### config.mk
export PLATFORM = sky130hd
export DESIGN_NAME = muldiv_nbit
export DESIGN_NICKNAME = d
export VERILOG_FILES = /design/src/rtl/muldiv_pkg.sv /design/src/rtl/muldiv_sign_fix.sv /design/src/rtl/muldiv_nbit.sv
export SDC_FILE = /design/constraint.sdc
export NUM_CORES = 1
export LEC_CHECK = 0
export CAP_MARGIN = 30
export CORE_AREA = 2 2 193 242
export DETAILED_ROUTE_END_ITERATION = 8
export DIE_AREA = 0 0 195 244
export PLACE_DENSITY_LB_ADDON = 0.1
export SETUP_SLACK_MARGIN = 0.02
export SYNTH_ARGS = -nofsm -noshare
export SYNTH_HDL_FRONTEND = slang
export SYNTH_SLANG_ARGS = --single-unit
export TNS_END_PERCENT = 20
### constraint.sdc
create_clock -name clk -period 4.2 [get_ports clk]
set_clock_uncertainty 0.05 [all_clocks]
set_input_delay 0.63 -clock clk [delete_from_list [all_inputs] [get_ports clk]]
set_output_delay 0.63 -clock clk [all_outputs]
set_load 0.02 [all_outputs]
### src/rtl/muldiv_pkg.sv
// Shared types and sizing helpers for the iterative multiply/divide unit.
package muldiv_pkg;

  typedef enum logic [1:0] {
    IDLE = 2'd0,
    CALC = 2'd1,
    FIX  = 2'd2,
    DONE = 2'd3
  } state_e;

  // Width of the iteration counter, which must hold SIZE-1.
  function automatic int cnt_width(input int size);
    return (size < 2) ? 1 : $clog2(size);
  endfunction

endpackage

### src/rtl/muldiv_sign_fix.sv
// Combinational conditional two's-complement negate, one independent lane per
// value; each lane is negated when its neg_i bit is set.
module muldiv_sign_fix
  import muldiv_pkg::*;
#(
  parameter int SIZE  = 33,
  parameter int LANES = 1
) (
  input  logic [LANES-1:0][SIZE-1:0] val_i,
  input  logic [LANES-1:0]           neg_i,
  output logic [LANES-1:0][SIZE-1:0] res_o
);

  genvar gi;
  generate
    for (gi = 0; gi < LANES; gi++) begin : g_lane
      assign res_o[gi] = neg_i[gi] ? ({SIZE{1'b0}} - val_i[gi]) : val_i[gi];
    end
  endgenerate

endmodule

### src/rtl/muldiv_nbit.sv
// Iterative shift-add multiplier / restoring divider, one bit per cycle.
// Define MULDIV_EARLY_OUT_EN to bypass the iteration for zero operands.
module muldiv_nbit
  import muldiv_pkg::*;
#(
  parameter int SIZE = 33
) (
  input  logic                clk,
  input  logic                reset,
  input  logic                kill,
  input  logic                start,
  input  logic                is_div,
  input  logic                is_signed,
  input  logic [SIZE-1:0]     op_a,
  input  logic [SIZE-1:0]     op_b,
  output logic                ready,
  output logic                valid,
  output logic                error,
  output logic [2*SIZE-1:0]   product,
  output logic [SIZE-1:0]     quotient,
  output logic [SIZE-1:0]     remainder
);

  localparam int CW = cnt_width(SIZE);
  localparam logic [CW-1:0] CNT_LOAD = CW'(SIZE - 1);

  state_e              state_q, state_d;
  logic [CW-1:0]       cnt_q, cnt_d;
  logic                is_div_q, is_div_d;
  logic                sign_a_q, sign_a_d;
  logic                sign_b_q, sign_b_d;
  logic                bz_q, bz_d;
  logic [SIZE-1:0]     opnd_q, opnd_d;
  logic [2*SIZE-1:0]   acc_q, acc_d;
  logic [SIZE-1:0]     rem_q, rem_d;
  logic [2*SIZE-1:0]   product_q, product_d;
  logic [SIZE-1:0]     quotient_q, quotient_d;
  logic [SIZE-1:0]     remainder_q, remainder_d;
  logic                error_q, error_d;

  logic [1:0][SIZE-1:0]   op_mag;
  logic [0:0][2*SIZE-1:0] prod_fix;
  logic [1:0][SIZE-1:0]   qr_fix;

  logic [SIZE:0]       mul_sum;
  logic [SIZE:0]       div_shift;
  logic [SIZE+1:0]     div_diff;
  logic                div_borrow;

  muldiv_sign_fix #(.SIZE(SIZE), .LANES(2)) u_fix_opnd (
    .val_i ({op_b, op_a}),
    .neg_i ({is_signed & op_b[SIZE-1], is_signed & op_a[SIZE-1]}),
    .res_o (op_mag)
  );

  muldiv_sign_fix #(.SIZE(2*SIZE), .LANES(1)) u_fix_prod (
    .val_i (acc_q),
    .neg_i (sign_a_q ^ sign_b_q),
    .res_o (prod_fix)
  );

  muldiv_sign_fix #(.SIZE(SIZE), .LANES(2)) u_fix_qr (
    .val_i ({rem_q, acc_q[SIZE-1:0]}),
    .neg_i ({sign_a_q, sign_a_q ^ sign_b_q}),
    .res_o (qr_fix)
  );

  // Multiply: acc = {partial sum, remaining multiplier}. Divide: acc[SIZE-1:0]
  // shifts dividend bits out of the top while quotient bits enter at the bottom;
  // div_shift is the SIZE+1-bit partial remainder for this step.
  always_comb begin
    mul_sum    = {1'b0, acc_q[2*SIZE-1:SIZE]} + (acc_q[0] ? {1'b0, opnd_q} : {(SIZE+1){1'b0}});
    div_shift  = {rem_q, acc_q[SIZE-1]};
    div_diff   = {1'b0, div_shift} - {2'b00, opnd_q};
    div_borrow = div_diff[SIZE+1];
  end

  always_comb begin
    state_d     = state_q;
    cnt_d       = cnt_q;
    is_div_d    = is_div_q;
    sign_a_d    = sign_a_q;
    sign_b_d    = sign_b_q;
    bz_d        = bz_q;
    opnd_d      = opnd_q;
    acc_d       = acc_q;
    rem_d       = rem_q;
    product_d   = product_q;
    quotient_d  = quotient_q;
    remainder_d = remainder_q;
    error_d     = error_q;

    case (state_q)
      IDLE: begin
        if (start && !kill) begin
          is_div_d = is_div;
          sign_a_d = is_signed & op_a[SIZE-1];
          sign_b_d = is_signed & op_b[SIZE-1];
          bz_d     = (op_b == '0);
          opnd_d   = is_div ? op_mag[1] : op_mag[0];
          acc_d    = {{SIZE{1'b0}}, (is_div ? op_mag[0] : op_mag[1])};
          rem_d    = '0;
          cnt_d    = CNT_LOAD;
          state_d  = CALC;
`ifdef MULDIV_EARLY_OUT_EN
          if (is_div && (op_b == '0)) begin
            state_d     = DONE;
            error_d     = 1'b1;
            quotient_d  = '1;
            remainder_d = op_a;
          end else if (!is_div && ((op_a == '0) || (op_b == '0))) begin
            state_d   = DONE;
            error_d   = 1'b0;
            product_d = '0;
          end
`endif
        end
      end
      CALC: begin
        if (kill) begin
          state_d = IDLE;
        end else begin
          if (is_div_q) begin
            rem_d             = div_borrow ? div_shift[SIZE-1:0] : div_diff[SIZE-1:0];
            acc_d[SIZE-1:0]   = {acc_q[SIZE-2:0], ~div_borrow};
          end else begin
            acc_d = {mul_sum, acc_q[SIZE-1:1]};
          end
          cnt_d = (cnt_q == '0) ? cnt_q : cnt_q - CW'(1);
          if (cnt_q == '0) begin
            state_d = FIX;
          end
        end
      end
      FIX: begin
        if (kill) begin
          state_d = IDLE;
        end else begin
          state_d = DONE;
          if (is_div_q) begin
            error_d     = bz_q;
            quotient_d  = bz_q ? {SIZE{1'b1}} : qr_fix[0];
            remainder_d = qr_fix[1];
          end else begin
            error_d   = 1'b0;
            product_d = prod_fix[0];
          end
        end
      end
      DONE: begin
        state_d = IDLE;
      end
      default: begin
        state_d = IDLE;
      end
    endcase
  end

  always_ff @(posedge clk) begin
    if (reset) begin
      state_q     <= IDLE;
      cnt_q       <= '0;
      is_div_q    <= 1'b0;
      sign_a_q    <= 1'b0;
      sign_b_q    <= 1'b0;
      bz_q        <= 1'b0;
      opnd_q      <= '0;
      acc_q       <= '0;
      rem_q       <= '0;
      product_q   <= '0;
      quotient_q  <= '0;
      remainder_q <= '0;
      error_q     <= 1'b0;
    end else begin
      state_q     <= state_d;
      cnt_q       <= cnt_d;
      is_div_q    <= is_div_d;
      sign_a_q    <= sign_a_d;
      sign_b_q    <= sign_b_d;
      bz_q        <= bz_d;
      opnd_q      <= opnd_d;
      acc_q       <= acc_d;
      rem_q       <= rem_d;
      product_q   <= product_d;
      quotient_q  <= quotient_d;
      remainder_q <= remainder_d;
      error_q     <= error_d;
    end
  end

  assign ready     = (state_q == IDLE);
  assign valid     = (state_q == DONE);
  assign error     = error_q;
  assign product   = product_q;
  assign quotient  = quotient_q;
  assign remainder = remainder_q;

endmodule

; Yosys cells after proc, flatten, opt, wreduce, memory -nomap -nowiden
; Cells that the tools add are included.
[totals]
register_bits = 277
in_bits = 72
out_inout_bits = 135
elab_cells = 81
[classes]
addsub = 8
eq_ne = 9
n_mux = 29
bitwise = 6
n_reduce_logical = 15
[op_table]
columns = cell, n
row1 = $mux W33, 14
row2 = $mux W66, 3
row3 = $pmux W66 S2, 1
row4 = $sub A1 B33 Y33 const A, 4
row5 = $pmux W33 S2, 1
row6 = $sub A1 B66 Y66 const A, 1
row7 = $sub A34 B33 Y35, 1
row8 = $add A33 B33 Y34, 1
row9 = $logic_not A33 Y1, 1
row10 = $mux W6, 3
row11 = $pmux W6 S2, 1
row12 = $reduce_and A4 Y1, 3
row13 = $reduce_and A3 Y1, 3
row14 = $mux W2, 4
row15 = $ne A2 B2 Y1 const B, 4
row16 = $pmux W2 S4, 1
row17 = $logic_not A6 Y1, 1
row18 = $reduce_and A2 Y1, 3
row19 = $sub A6 B1 Y6 const B, 1
row20 = $eq A2 B2 Y1 const B, 2
row21 = $ne A3 B3 Y1 const B, 1
row22 = $not A1 Y1, 3
row23 = $and A1 B1 Y1, 2
row24 = $eq A2 B1 Y1 const B, 1
row25 = other kinds (7), 7

; Depth between registers and ports, before layout
; Gate-level depths: netlist of the first run.
[depth]
ltp_word = 5
depth_mapped = 15
depth_no_buf = 13

; By module
; A second synthesis of the first run with hierarchy kept.
[unflattened]
hier_cells = 2460
area_unflattened_um2 = 19225.9
[modules_own_cells]
columns = module, n_inst, cells_each, area_per_inst_um2, seq_area_each_um2
row1 = muldiv_nbit, 1, 1842, 14676.6, 5545.3
row2 = muldiv_sign_fix at u_fix_opnd, 1, 206, 1565.3, 0.0
row3 = muldiv_sign_fix at u_fix_prod, 1, 206, 1501.4, 0.0
row4 = muldiv_sign_fix at u_fix_qr, 1, 206, 1482.7, 0.0

; Worst setup path before layout of the first run
; No wires, ideal clock.
[synth_path]
path_kind = input to register
from = input port op_b[5]
to = register acc_q[32]
setup_ps = 128
t_arrival_ps = 3183
path_slack_ps = 839
path_stages = 10
n_path_buf = 0
cell_sequence = nor4_1 nand4_1 nor2_1 and3_1 nor4b_1 ha_1 o21ai_0 mux2i_1 a221oi_1 nor2_1
[synth_between]
elab_chain_len = 5
[synth_lines]
columns = item, line
row1 = start: declaration, muldiv_nbit.sv:15  ; input logic [SIZE-1:0] op_b,
row2 = $sub A1 B33 Y33, muldiv_sign_fix.sv:17  ; assign res_o[gi] = neg_i[gi] ? ({SIZE{1'b0}} - val_i[gi]) : val_i[gi];
row3 = $mux W33, muldiv_sign_fix.sv:17
row4 = $mux W33, muldiv_nbit.sv:101  ; acc_d = {{SIZE{1'b0}}, (is_div ? op_mag[0] : op_mag[1])};
row5 = $mux W66, muldiv_nbit.sv:95  ; if (start && !kill) begin
row6 = $pmux W66 S2, muldiv_nbit.sv:93  ; case (state_q)
row7 = end signal: assignment, muldiv_nbit.sv:168  ; acc_q <= '0;
row8 = end signal: assignment, muldiv_nbit.sv:182  ; acc_q <= acc_d;
row9 = end: declaration, muldiv_nbit.sv:34  ; logic [2*SIZE-1:0] acc_q, acc_d;
; No other way between the ends. The select of a mux whose other input is x is not followed.
; A chain may end at the register's enable or synchronous reset.

; Worst setup path after layout of the first run
[layout_path]
from = register opnd_q[0]
to = register rem_q[0]
[layout_between]
elab_chain_len = 5
[layout_lines]
columns = item, line
row1 = start: declaration, muldiv_nbit.sv:33  ; logic [SIZE-1:0] opnd_q, opnd_d;
row2 = start signal: assignment, muldiv_nbit.sv:181  ; opnd_q <= opnd_d;
row3 = $sub A34 B33 Y35, muldiv_nbit.sv:74  ; div_diff = {1'b0, div_shift} - {2'b00, opnd_q};
row4 = $mux W33, muldiv_nbit.sv:124  ; rem_d = div_borrow ? div_shift[SIZE-1:0] : div_diff[SIZE-1:0];
row5 = $mux W33, muldiv_nbit.sv:123  ; if (is_div_q) begin
row6 = $mux W33, muldiv_nbit.sv:120  ; if (kill) begin
row7 = $pmux W33 S2, muldiv_nbit.sv:93
row8 = end signal: assignment, muldiv_nbit.sv:183  ; rem_q <= rem_d;
row9 = end: declaration, muldiv_nbit.sv:35  ; logic [SIZE-1:0] rem_q, rem_d;
; No other way between the ends. The select of a mux whose other input is x is not followed.

==> results.yml, run 1 <==
outcome:
  status: "completed"
critical_path:
  reg2reg_to: "rem_q[0]"
  reg2reg_depth: 14
  cp_max_fo: 5
  path_buf_inv: 3
  crit_end: "rem_q[0]"
  reg2reg_slack_ns: 0.62
  worstSetupStartpoint: "opnd_q[0]"
  r2r-start: "opnd_q[0]"
  crit_path_frequent_cell: "buf_4"
  path_cells: "ha_1 > inv_1 > fa_1 > a21o_1 > a21oi_1 > o21a_1 > nor3_1 > nor4_1 > buf_4 > o31ai_1 > a21oi_4 > buf_4 > mux2_2 > o21ai_0"
  worstSetupPathType: "flop to flop"
  cp_slowest_cell: "dfxtp_1"
  cp.required_ns: 4.66
  path_depth: 14
  cp.arrival_ns: 4.04
  end_kind: "flop"
  startpoint_type: "flop"
  cpPeakStageDelay_ns: 0.43
  path_delay_family: "compound AO/OA/AOI/OAI gates"
yosys:
  ys_types: 92
  seq_area_frac_synth_pct: 30.9
  synth_top_area_share_pct: 30.9
  avgSynthCellArea_um2: 7.78
  ys_seq_elements: 277
  synthArstFlopShare_pct: 0
  ys.flop_type: "dfxtp_1"
  synth_area_um2: 17900
  yosysWarnings: 0
  synth-edff-count: 0
  netlist_instances: 2305
  synth_nets: 2452
  synth_top_area_cell: "dfxtp_1"
  synth.top_cells.by_area: "dfxtp_1, nor2_1, a211oi_1"
clocking:
  postCtsSetupBuffers: 0
  clkLatencyLatePin_ns: 0.60
  cts.sinks: 277
  root_buffer: "clkbuf_16"
  cts_hold_buffers: 0
  cts_buffers: 31
  clockBufferDepth: 3
  cts_resized: 0
  clkSlewWorstSetupHoldPaths_ns: 0.06
  htree_levels: 1
  cts_tree: "yes"
layout:
  nets: 2581
  multi_input_area_um2: 11500
  fillers: 4574
  final_common_cell: "nor2_1"
  drive_gt1_share_pct: 6.11
  final_cell_mix: "nor2_1, dfxtp_1, clkdlybuf4s50_1"
  final_core_util_pct: 47.9
  stdcell_count: 3033
  regArea_um2: 5550
  syn_to_final_growth_pct: 20.4
placement:
  place_congestion: 0.917
  portBuffers: 206
  dp_slack_ns: 0.180
  place_inst: 2978
  hpwl_um: 47300
floorplanning:
  core_area_um2: 45100
  rows: 87
  die_x_um: 195
  dieArea_um2: 47600
  die_h_um: 244
  initial_core_util_pct: 39.8
  io_pins: 207
flow_run:
  cap_violations: 0
sta:
  slew_viol_final: 0
  hold_viol: 0
  finalCriticalPeriod_ns: 3.58
  fin_tns_setup_ns: 0
  setup_violations: 0
  worst_pin_slew_ns: 0.996
  relSlewSlack_pct: 33.3
  layout_worst_path_cycle_share_pct: 85.2
  finalWorstSetupSlack_ns: 0.620
  clock.fmax_mhz: 279
  rsz0062_at_grt: "false"
power_and_ir_drop:
  p_sw_share_pct: 29.6
  intPower_mw: 4.80
  power.switching_mw: 2.02
  comb_power_share_pct: 18.5
  p_clk_share_pct: 40.5
  irDropWorstVdd_mv: 0.372
  power_density_nw_per_um2: 316
  seqPwrFrac_pct: 41.0
  leakage_nw: 7.89
route:
  vias_per_cell: 5.69
  num_vias: 17300
  drtAntennaViolNets: 0
  drc: 0
  first_iter_violations: 879
  firstDrtPassIters: 7
  routed_wirelength_um: 61200
  post_drt_wl_per_cell_um: 20.2
grt:
  grt_max_degree: 97
  grt_use_total_pct: 24.8
  antenna_found_initial: 1
  gr-total-overflow: 0
  grt_pass1_wl_um: 93100
  grt_pass1_vias: 16600
hold_path:
  hp-class: "flop to flop"
  min_from: "product[59]"
[cell type report]
| class | count | share of cell area [%] |
|---|---|---|
| Antenna cell | 1 | 0.0116 |
| Clock buffer | 46 | 4.23 |
| Clock inverter | 7 | 0.487 |
| Inverter | 75 | 1.30 |
| Multi-Input combinational cell | 1798 | 53.5 |
| Sequential cell | 277 | 25.7 |
| Tap cell | 578 | 3.35 |
| Timing Repair Buffer | 251 | 11.5 |
[cell usage after synthesis (all sizes together), types with 6 or more instances]
master	instances
nor2	332
dfxtp	277
a21oi	172
nand2	170
o21ai	156
a211oi	151
clkbuf	136
xor2	106
xnor2	103
inv	75
ha	73
nor3	62
mux2i	50
nand3	34
o31ai	31
a21o	29
o211ai	29
nor4	24
a31oi	20
a32oi	19
nand2b	19
buf	18
nor2b	18
or3	17
o41ai	16
and2	14
nand4	14
o21a	14
or4	14
mux2	11
a22oi	10
and3	10
a311oi	7
o21bai	7
or2	6
[cells by family after synthesis]
kind of cell / after synthesis / share of synthesized area (%)
AO/OA/AOI/OAI: 704 / 25.6
adder cells (fa/ha/maj): 75 / 5.32
buffers and inverters: 230 / 4.98
flip-flops: 277 / 30.9
XOR/XNOR: 209 / 10.2
AND/OR/NAND/NOR: 749 / 19.5
multiplexers: 61 / 3.48
[per-stage QoR]
stage | instance area, um2 | total power, mW | hold WS, ns
global placement | 20500 | 4.10 | 0.388
CTS | 21600 | 6.90 | 0.396
floorplan | 17900 | 3.66 | 0.382
global route | 21600 | 7.10 | 0.423
finish | 21600 | 6.83 | 0.396
detailed placement | 20500 | 4.11 | 0.392
[worst min path at each step]
stage                        to  slack (ns)  cells past startpoint
floorplan            opnd_q[10]        0.38                      2
global placement    product[60]        0.39                      2
detailed placement  product[59]        0.39                      2
CTS                   acc_q[37]        0.40                      2
global route        product[58]        0.42                      2
finish              product[59]        0.40                      2
[sequential cells by signal, indices dropped and copies added, names as in the netlist]
| name | cells |
|---|---|
| opnd_q | 33 |
| cnt_q | 6 |
| rem_q | 33 |
| sign_b_q | 1 |
| acc_q | 66 |
| product | 66 |
| error | 1 |
| bz_q | 1 |
| quotient | 33 |
| sign_a_q | 1 |
| state_q | 2 |
| remainder | 33 |
| is_div_q | 1 |
[power by group through the flow]
stage,Sequential [mW],Clock (mW),Combinational [mW]
floorplan,2.80,0,0.851
CTS,2.79,2.84,1.27
detailed placement,2.85,0,1.26
global route,2.80,2.92,1.39
finish,2.80,2.76,1.27
global placement,2.85,0,1.25
[metal layers]
metal / routed length [um] / share of wire, % / vias to the layer above / GRT usage, %
li1: - / - / 8541 / -
met1: 24400 / 40 / 8183 / 27.9
met2: 31500 / 51 / 397 / 46.5
met3: 2040 / 3.3 / 129 / 2.15
met4: 3210 / 5.2 / 0 / 12.4
met5: 0 / 0 / - / 0
[worst reg2reg max path, cell delays in order, from the launching register on]
cell     delay, ns
dfxtp_1       0.43
ha_1          0.22
inv_1         0.06
fa_1          0.41
a21o_1        0.18
a21oi_1       0.29
o21a_1        0.21
nor3_1        0.09
nor4_1        0.33
buf_4         0.20
o31ai_1       0.14
a21oi_4       0.20
buf_4         0.21
mux2_2        0.34
o21ai_0       0.13
No activity file was read; power rests on OpenSTA's default activity.
==> inputs of run 2 (changes only) <==
CELL_PAD_IN_SITES_DETAIL_PLACEMENT = 1   (was unset)
CELL_PAD_IN_SITES_GLOBAL_PLACEMENT = 2   (was unset)
CORE_AREA = 2 2 209 262   (was 2 2 193 242)
DIE_AREA = 0 0 211 264   (was 0 0 195 244)
==> run 2 against run 1 <==
Against the previous run:
- final area increased by 1.5%
- largest power group is now the clock network
- critical endpoint is now acc_q[64]
- via count increased by 1.3%
- highest routed layer is now met5
- non-clock buffer count increased by 9
- sequential power about the same
- largest cell class unchanged
==> results.yml, run 2 (synthesized netlist as in run 1, its figures left out) <==
clocking:
  htree_levels: 2
  clkLatencyLatePin_ns: 0.56
  clockBufferDepth: 3
  clkSlewWorstSetupHoldPaths_ns: 0.06
  cts.sinks: 277
  cts_hold_buffers: 0
  root_buffer: "clkbuf_16"
  postCtsSetupBuffers: 0
  cts_resized: 0
  cts_tree: "yes"
  cts_buffers: 35
sta:
  fin_tns_setup_ns: 0
  slew_viol_final: 0
  setup_violations: 0
  layout_worst_path_cycle_share_pct: 85.8
  rsz0062_at_grt: "false"
  worst_pin_slew_ns: 0.912
  clock.fmax_mhz: 277
  finalCriticalPeriod_ns: 3.60
  hold_viol: 0
  relSlewSlack_pct: 38.7
layout:
  drive_gt1_share_pct: 6.72
  syn_to_final_growth_pct: 22.2
  final_common_cell: "nor2_1"
  fin_area_um2: 21900
  final_cell_mix: "nor2_1, dfxtp_1, clkdlybuf4s50_1"
  nets: 2594
  antenna_cells: 0
critical_path:
  startpoint_type: "flop"
  cp.required_ns: 4.61
  end_kind: "flop"
  reg2reg_depth: 12
  cp_max_fo: 19
  worstSetupPathType: "flop to flop"
  worstSetupStartpoint: "acc_q[0]"
  r2r-start: "acc_q[0]"
  cp.arrival_ns: 4.01
floorplanning:
  io_pins: 207
  die_h_um: 264
  die_x_um: 211
  rows: 95
  dieArea_um2: 55700
  core_area_um2: 53400
  initial_core_util_pct: 33.6
route:
  firstDrtPassIters: 5
  drc: 0
  first_iter_violations: 807
  vias_per_cell: 5.55
  post_drt_wl_per_cell_um: 22.1
  num_vias: 17500
  routed_wirelength_um: 69600
  drtAntennaViolNets: 0
grt:
  grt_max_degree: 105
  antenna_found_initial: 1
  grt_pass1_vias: 18000
  gr-total-overflow: 0
  grt_pass1_wl_um: 106000
  grt_use_total_pct: 24.6
power_and_ir_drop:
  leakage_nw: 8.01
  power_mw: 7.21
  irDropWorstVdd_mv: 0.288
  power_density_nw_per_um2: 329
flow_run:
  cap_violations: 0
hold_path:
  hp-class: "flop to flop"
  min_path_cells: 2
  min_from: "opnd_q[12]"
outcome:
  status: "completed"
placement:
  place_congestion: 0.881
  hpwl_um: 53600
  postPlaceCellArea_um2: 20800
  portBuffers: 206
[run 2: cell count changes in the layout (fill, tap and decap cells not counted), moves of 2 or more]
cell        change
buf_4           +9
clkbuf_16       +4
clkinv_2        +3
clkbuf_8        -2
clkinvlp_4      -2
[run 2: layer usage]
layer,track usage [%],wire (um)
met1,28.5,28400
met2,44.2,35400
met3,2.78,1880
met4,13.0,3880
met5,0,12
[run 2: path summary, 6_finish.rpt]
check | slack [ns] | end
worst max-delay path | 0.60 | acc_q[64]
worst min-delay path | 0.40 | opnd_q[12]
worst max register to register | 0.60 | acc_q[64]
worst min register to register | 0.40 | opnd_q[12]
[run 2: critical path, cell delays in order (launching register included)]
cell      delay (ns)
dfxtp_1         0.31
inv_1           0.42
nor2_1          0.15
ha_1            0.41
o21a_1          0.21
nor2_1          0.22
nor2_1          0.09
a221oi_1        0.34
nand4_1         0.30
nand3b_1        0.25
a211oi_1        0.12
or3_1           0.36
a32o_1          0.25
[run 2: area by class of cell]
class | count | area (um2)
flip-flops and latches | 277 | 5550
well taps | 679 | 850
clock buffers | 47 | 981
clock inverters | 12 | 173
multi-input cells | 1798 | 11500
inverters | 75 | 282
fillers | 6364 | 31500
repair buffers | 260 | 2530
[run 2: power breakdown]
group / total, mW / internal, mW / leakage, nW / switching [mW]
Sequential: 2.79 / 2.70 / 2.24 / 0.0960
Clock: 3.10 / 1.84 / 0.572 / 1.27
Combinational: 1.32 / 0.498 / 5.19 / 0.820
Total: 7.21 / 5.03 / 8.01 / 2.18
[run 2: through the flow]
stage / hold slack (ns) / util, % / std cells / setup slack, ns
after floorplan: 0.382 / - / 2305 / 0.839
after global placement: 0.393 / 38.8 / 3087 / 0.324
after detailed placement: 0.396 / 38.9 / 3089 / 0.286
after CTS: 0.404 / 41.0 / 3148 / 0.603
after global routing: 0.421 / 41.0 / 3148 / 0.333
final: 0.401 / 41.0 / 3148 / 0.596
